$ cat config.mk
export PLATFORM = sky130hd
export DESIGN_NAME = mem_arbiter
export DESIGN_NICKNAME = d
export VERILOG_FILES = /design/src/rtl/mem_if_pkg.sv /design/src/rtl/mem_arbiter.sv
export SDC_FILE = /design/constraint.sdc
export NUM_CORES = 1
export LEC_CHECK = 0
export BUFFER_PORTS_ARGS = -buffer_cell sky130_fd_sc_hd__buf_2
export CAP_MARGIN = 5
export CORE_AREA = 2 2 289 291
export DETAILED_ROUTE_END_ITERATION = 12
export DIE_AREA = 0 0 291 293
export GPL_TIMING_DRIVEN = 1
export PLACE_DENSITY_LB_ADDON = 0.1
export SLEW_MARGIN = 15
export SYNTH_ARGS = -nofsm -noshare
export SYNTH_HDL_FRONTEND = slang
export SYNTH_SLANG_ARGS = --single-unit
$ cat constraint.sdc
create_clock -name clk -period 2 [get_ports clk]
set_input_delay 0.2 -clock clk [delete_from_list [all_inputs] [get_ports clk]]
set_output_delay 0.2 -clock clk [all_outputs]
set_load 0.01 [all_outputs]
$ cat src/rtl/mem_if_pkg.sv
// mem_if_pkg: constants and types shared by the line-memory initiator and the memory model
package mem_if_pkg;
    localparam int LINE_BYTES       = 16;
    localparam int LINE_WIDTH       = 128;
    localparam int LINE_OFFSET_BITS = 4;
    typedef enum logic [1:0] {IDLE, ISSUE, RESP} arb_state_t;
    typedef enum logic {CLIENT_ICACHE, CLIENT_DCACHE} client_t;
endpackage

$ cat src/rtl/mem_arbiter.sv
// mem_arbiter: round-robin icache/dcache initiator for the 128-bit line memory port,
// one transaction in flight, request latched at grant and held until the memory's ready pulse
module mem_arbiter #(
    parameter int ADDR_WIDTH = 32,
    parameter int LINE_WIDTH = 128
) (
    input  logic                  clk,
    input  logic                  reset,
    input  logic                  in_icache_req,
    input  logic [ADDR_WIDTH-1:0] in_icache_addr,
    output logic                  out_icache_ready,
    output logic [LINE_WIDTH-1:0] out_icache_data,
    input  logic                  in_dcache_req,
    input  logic                  in_dcache_write,
    input  logic [ADDR_WIDTH-1:0] in_dcache_addr,
    input  logic [LINE_WIDTH-1:0] in_dcache_write_data,
    output logic                  out_dcache_ready,
    output logic [LINE_WIDTH-1:0] out_dcache_data,
    output logic                  out_mem_read_en,
    output logic                  out_mem_write_en,
    output logic [ADDR_WIDTH-1:0] out_mem_addr,
    output logic [LINE_WIDTH-1:0] out_mem_write_data,
    input  logic [LINE_WIDTH-1:0] in_mem_read_data,
    input  logic                  in_mem_ready
);
    import mem_if_pkg::*;

    localparam logic [ADDR_WIDTH-1:0] LINE_MASK =
        {{(ADDR_WIDTH-LINE_OFFSET_BITS){1'b1}}, {LINE_OFFSET_BITS{1'b0}}};

    arb_state_t            state, state_next;
    client_t               grant, pick;
    logic                  write_flag, any_req;
    logic [ADDR_WIDTH-1:0] addr_q, pick_addr;
    logic [LINE_WIDTH-1:0] wdata_q, idata_q, ddata_q;

    // grant doubles as the last-grant bit for the next tie
    function automatic client_t rr_pick(input logic i_req, input logic d_req, input client_t last);
        return (i_req && d_req) ? (last == CLIENT_ICACHE ? CLIENT_DCACHE : CLIENT_ICACHE)
                                : (d_req ? CLIENT_DCACHE : CLIENT_ICACHE);
    endfunction

    always_comb begin
        any_req          = in_icache_req || in_dcache_req;
        pick             = rr_pick(in_icache_req, in_dcache_req, grant);
        pick_addr        = (pick == CLIENT_DCACHE ? in_dcache_addr : in_icache_addr) & LINE_MASK;
        state_next       = state == IDLE  ? (any_req ? ISSUE : IDLE)
                         : state == ISSUE ? (in_mem_ready ? RESP : ISSUE)
                         : IDLE;
        // enables drop in the ready cycle so the memory never sees a stale request
        out_mem_read_en  = state == ISSUE && !write_flag && !in_mem_ready;
        out_mem_write_en = state == ISSUE && write_flag && !in_mem_ready;
        out_icache_ready = state == RESP && grant == CLIENT_ICACHE;
        out_dcache_ready = state == RESP && grant == CLIENT_DCACHE;
    end

    always_ff @(posedge clk) begin
        if (reset) begin
            state      <= IDLE;
            grant      <= CLIENT_ICACHE;
            write_flag <= 1'b0;
            addr_q     <= '0;
            wdata_q    <= '0;
            idata_q    <= '0;
            ddata_q    <= '0;
        end else begin
            state <= state_next;
            if (state == IDLE && any_req) begin
                grant      <= pick;
                write_flag <= pick == CLIENT_DCACHE && in_dcache_write;
                addr_q     <= pick_addr;
                wdata_q    <= pick == CLIENT_DCACHE ? in_dcache_write_data : '0;
            end
            if (state == ISSUE && in_mem_ready && !write_flag && grant == CLIENT_ICACHE)
                idata_q <= in_mem_read_data;
            if (state == ISSUE && in_mem_ready && !write_flag && grant == CLIENT_DCACHE)
                ddata_q <= in_mem_read_data;
        end
    end

    assign out_mem_addr       = addr_q;
    assign out_mem_write_data = wdata_q;
    assign out_icache_data    = idata_q;
    assign out_dcache_data    = ddata_q;
endmodule
---- Word-level counts from Yosys, hierarchy flattened ----
Cells that the tools add are included.
operators by class
  reductions and logical operators ........ 17
  multiplexer cells ....................... 9
  eq/ne operators ......................... 2
  bitwise gates (word level) .............. 1
operators with widths
  operator              number
  $mux W128             1
  $mux W32              1
  $logic_and A1 B1 Y1   13
  $mux W2               3
  $mux W1               4
  $eq A2 B1 Y1 const B  1
  $eq A2 B2 Y1 const B  1
  $logic_not A1 Y1      2
  $logic_not A2 Y1      1
  $logic_or A1 B1 Y1    1
  $not A1 Y1            1
storage, ports and cells
  bits of input ports ..................... 326
  logic and storage cells ................. 36
  output and inout bits ................... 420
  register bits ........................... 416

---- Logic depth before layout (Yosys ltp) ----
  depth in word-level cells ............... 4
  mapped depth ............................ 6
  gate-level depth less buffers ........... 3

---- Worst setup path after synthesis ----
No wires, ideal clock.
  path type ............................... register to register
  start point ............................. reg state[1]
  end point ............................... reg ddata_q[100] (netlist: out_dcache_data[100])
  cell stages (with the launch flop) ...... 7
  setup slack ............................. 0.450 ns
  required time ........................... 1.874 ns
  clock period less this slack ............ 1.550 ns
  buffers on the path ..................... 3
  setup time .............................. 0.126 ns
  arrival time ............................ 1.424 ns
  path through ............................ dfxtp_1 -> nand3b_1 -> or3b_1 -> clkbuf_1 -> buf_2 -> buf_2 -> mux2i_1
between the ends
  word-level cells in the longest chain between the ends .. 4
ends and longest elaborated chain
  item                               RTL line           source
  start: declaration                 mem_arbiter.sv:31  arb_state_t state, state_next;
  start signal: assignment           mem_arbiter.sv:67  state <= state_next;
  $eq A2 B1 Y1                       mem_arbiter.sv:76  if (state == ISSUE && in_mem_ready && !write_flag && grant == CLIENT_DCACHE)
  $logic_and A1 B1 Y1 (3 in series)  mem_arbiter.sv:76
  end signal: assignment             mem_arbiter.sv:77  ddata_q <= in_mem_read_data;
  end: declaration                   mem_arbiter.sv:35  logic [LINE_WIDTH-1:0] wdata_q, idata_q, ddata_q;
Every way passes these cells.
A chain may end at the register's enable or synchronous reset.

---- Worst setup path after layout ----
  start point ............................. reg state[1]
  end point ............................... reg grant
between the ends
  word-level cells in the longest chain between the ends .. 2
ends and longest elaborated chain
  item                    RTL line           source
  $logic_not A2 Y1        mem_arbiter.sv:68  if (state == IDLE && any_req) begin
  $logic_and A1 B1 Y1     mem_arbiter.sv:68
  end signal: assignment  mem_arbiter.sv:69  grant <= pick;
  end: declaration        mem_arbiter.sv:32  client_t grant, pick;
Every way passes these cells.

==> run metrics <==
status completed; Post-Route WL just over 60,000 um; Syn. warnings 0; postcts setup bufs 0; Critical Path Start Type flip-flop; final core utilization a little under a third; root buf cell clkbuf_16; vias in the first global route between 15,000 and 20,000; Power, Total ~21 mW; Initial Util 19.2%; TritonCTS clock tree built; Pleak around 12 nW; layout cells sized above 1 34.4%; clock latency at the later pin of the worst-skew pair roughly 590 ps; Crit Path Class reg -> reg; Avg Vias per Cell 3.99; vias post-DR 14,300; placed insts 3,165; critical path arrival 2380 ps; Top delay family on crit path buffers and inverters; top cells by area, synth dfxtp_1 53%, mux2i_1 16%, nand2b_1 15%; final number of max-transition violations 0; Avg WL per Cell about 17 um; setup_tns 0 ps; max_cap viols 0; sequential share of the synthesized area between 50% and 60%; pin count of the biggest net entering global routing 121; I/O pin total between 700 and 800; die area roughly 85,000 um^2; Buf/Inv on CP 2; I/O Buffers about 730; Placeable Area between 80,000 and 90,000 um^2; post-route insts no fill 3,577; endpoints failing setup 0; Mapped Cells 1,440; synthesized cell area about 16,000 um^2; clk slew on worst S/H paths 60 ps; Worst Path Max Fanout 14; Nets roughly 2,800; DP HPWL 44,800 um; count leader, synth dfxtp_1; H-tree depth 2; total CTS buffers just over 50; row count 105; routability cong. ~0.75; synthesized area per cell about 11 um^2; WP data required roughly 2500 ps; Final Instance Area roughly 26,000 um^2; Area Overhead vs Synth 63.3%; Final Cycle Share around 93%; Die Width 291 um; DR iter-0 viols 435; placed inst area between 20,000 and 25,000 um^2; Primary FF master, synth dfxtp_1; worst hold-check path type in -> reg; initial antenna violation count 6; first-pass GRT wire length 92,400 um; flops & latches, synth around 420; CP peak stage delay between 500 and 600 ps; Congestion Overflow GR 0; CP Cell Sequence nor2_2, buf_4, a21oi_1, a311oi_1, dlygate4sd3_1; CTS Sinks about 420; Hold Fails Final Rpt 0; Critical Path Slowest Stage Cell dlygate4sd3_1; Yosys top cell area share a little over half; critical path endpoint category flip-flop; gr usage total between 10% and 20%; DRC Markers 0; Synth cell types 25; maximum clock rate around 0.54 GHz; Final Skew 12.6 ps; PD cells 823 nW/um^2; VDD IR max 644 uV; RSZ-0062 raised after global routing false; Final Critical Period between 1500 and 2000 ps; DRT Pass-1 Iters 4; top cells by count, synth 416 x dfxtp_1, 385 x nand2b_1, 256 x mux2i_1, 129 x a22o_1, 59 x clkbuf_1; asr flop ratio synth 0%; cell taking the most area after synthesis dfxtp_1; CTS Buffer Depth 3; Post-synth EDFFs 0; remaining antenna violation count after routing 0; Die H between 200 and 300 um
[routing by layer]
layer	share of wire, %	GRT usage [%]
met1	40	15.4
met5	0.042	0
met3	7.2	4.46
met4	3.8	5.35
met2	49	24.5
[worst min-delay path, stage by stage]
cell       delay (ps)
buf_2             110
or2_4             250
a2bb2oi_1          90
nor2_1             70
[state kept, by name, summed over array words and instances, names as in the netlist]
register / count
state: 2
write_flag: 1
out_mem_write_data: 128
out_dcache_data: 128
grant: 1
out_icache_data: 128
out_mem_addr: 28
[kinds of logic (layout without fill, tap and decap cells)]
group           Yosys count  in the layout  synth area share (%)
simple gates            454            454                  17.2
compound gates          191            191                  9.93
mux                     256            256                  16.3
flops                   416            416                  53.0
other cells               1              8                0.0239
buf+inv                 122           1182                  3.53
[placed cells by master (no fill, tap or decap), types with 2 or more instances in the layout]
master         count
a22o_1           129
buf_4             17
buf_12            22
nand2b_1         385
dlygate4sd3_1    317
bufinv_16          3
nor2_1             2
buf_6              2
nand2_1           56
clkbuf_1          14
buf_2            732
diode_2            4
a311oi_1          29
nor3b_1            2
mux2i_1          256
clkbuf_16         52
a21oi_1           29
conb_1             4
clkinv_2           9
dfxtp_1          415
clkbuf_8          10
[worst paths after layout]
kind / from / endpoint / slack [ps] / cells after the start
worst min register to register: out_mem_write_data[4] / out_mem_write_data[4] / 460 / 1
worst max register to register: state[1] / grant / 140 / 5
worst max-delay path: state[1] / grant / 140 / 5
worst min-delay path: in_dcache_req / state[0] / 170 / 4
[what timing repair did]
action	CTS	global route
hold endpoints to repair	416	0
endpoints found under the setup margin	0	3
hold buffers	317	0
resized for setup	0	5
[area by class of cell]
type                            instances  area, um^2
Antenna cell                            4        10.0
Clock buffer                           76        1490
Clock inverter                         15         168
Fill cell                            8547       56200
Multi-Input combinational cell        905        6870
Sequential cell                       416        8330
Tap cell                             1070        1340
Timing Repair Buffer                 1091        7440
[report_power, final]
group	internal (mW)	switching [mW]
logic	1.54	1.38
registers	8.69	0.217
clock network	5.51	3.76
total	15.7	5.35
[metrics by stage]
stage / hold slack, ps / setup WS [ps]
after CTS: 251 / 28.0
after global placement: 418 / 215
after floorplan: 316 / 450
final: 174 / 137
after global routing: 174 / 28.9
after detailed placement: 421 / 168
Power figures use the tool's default switching activity.
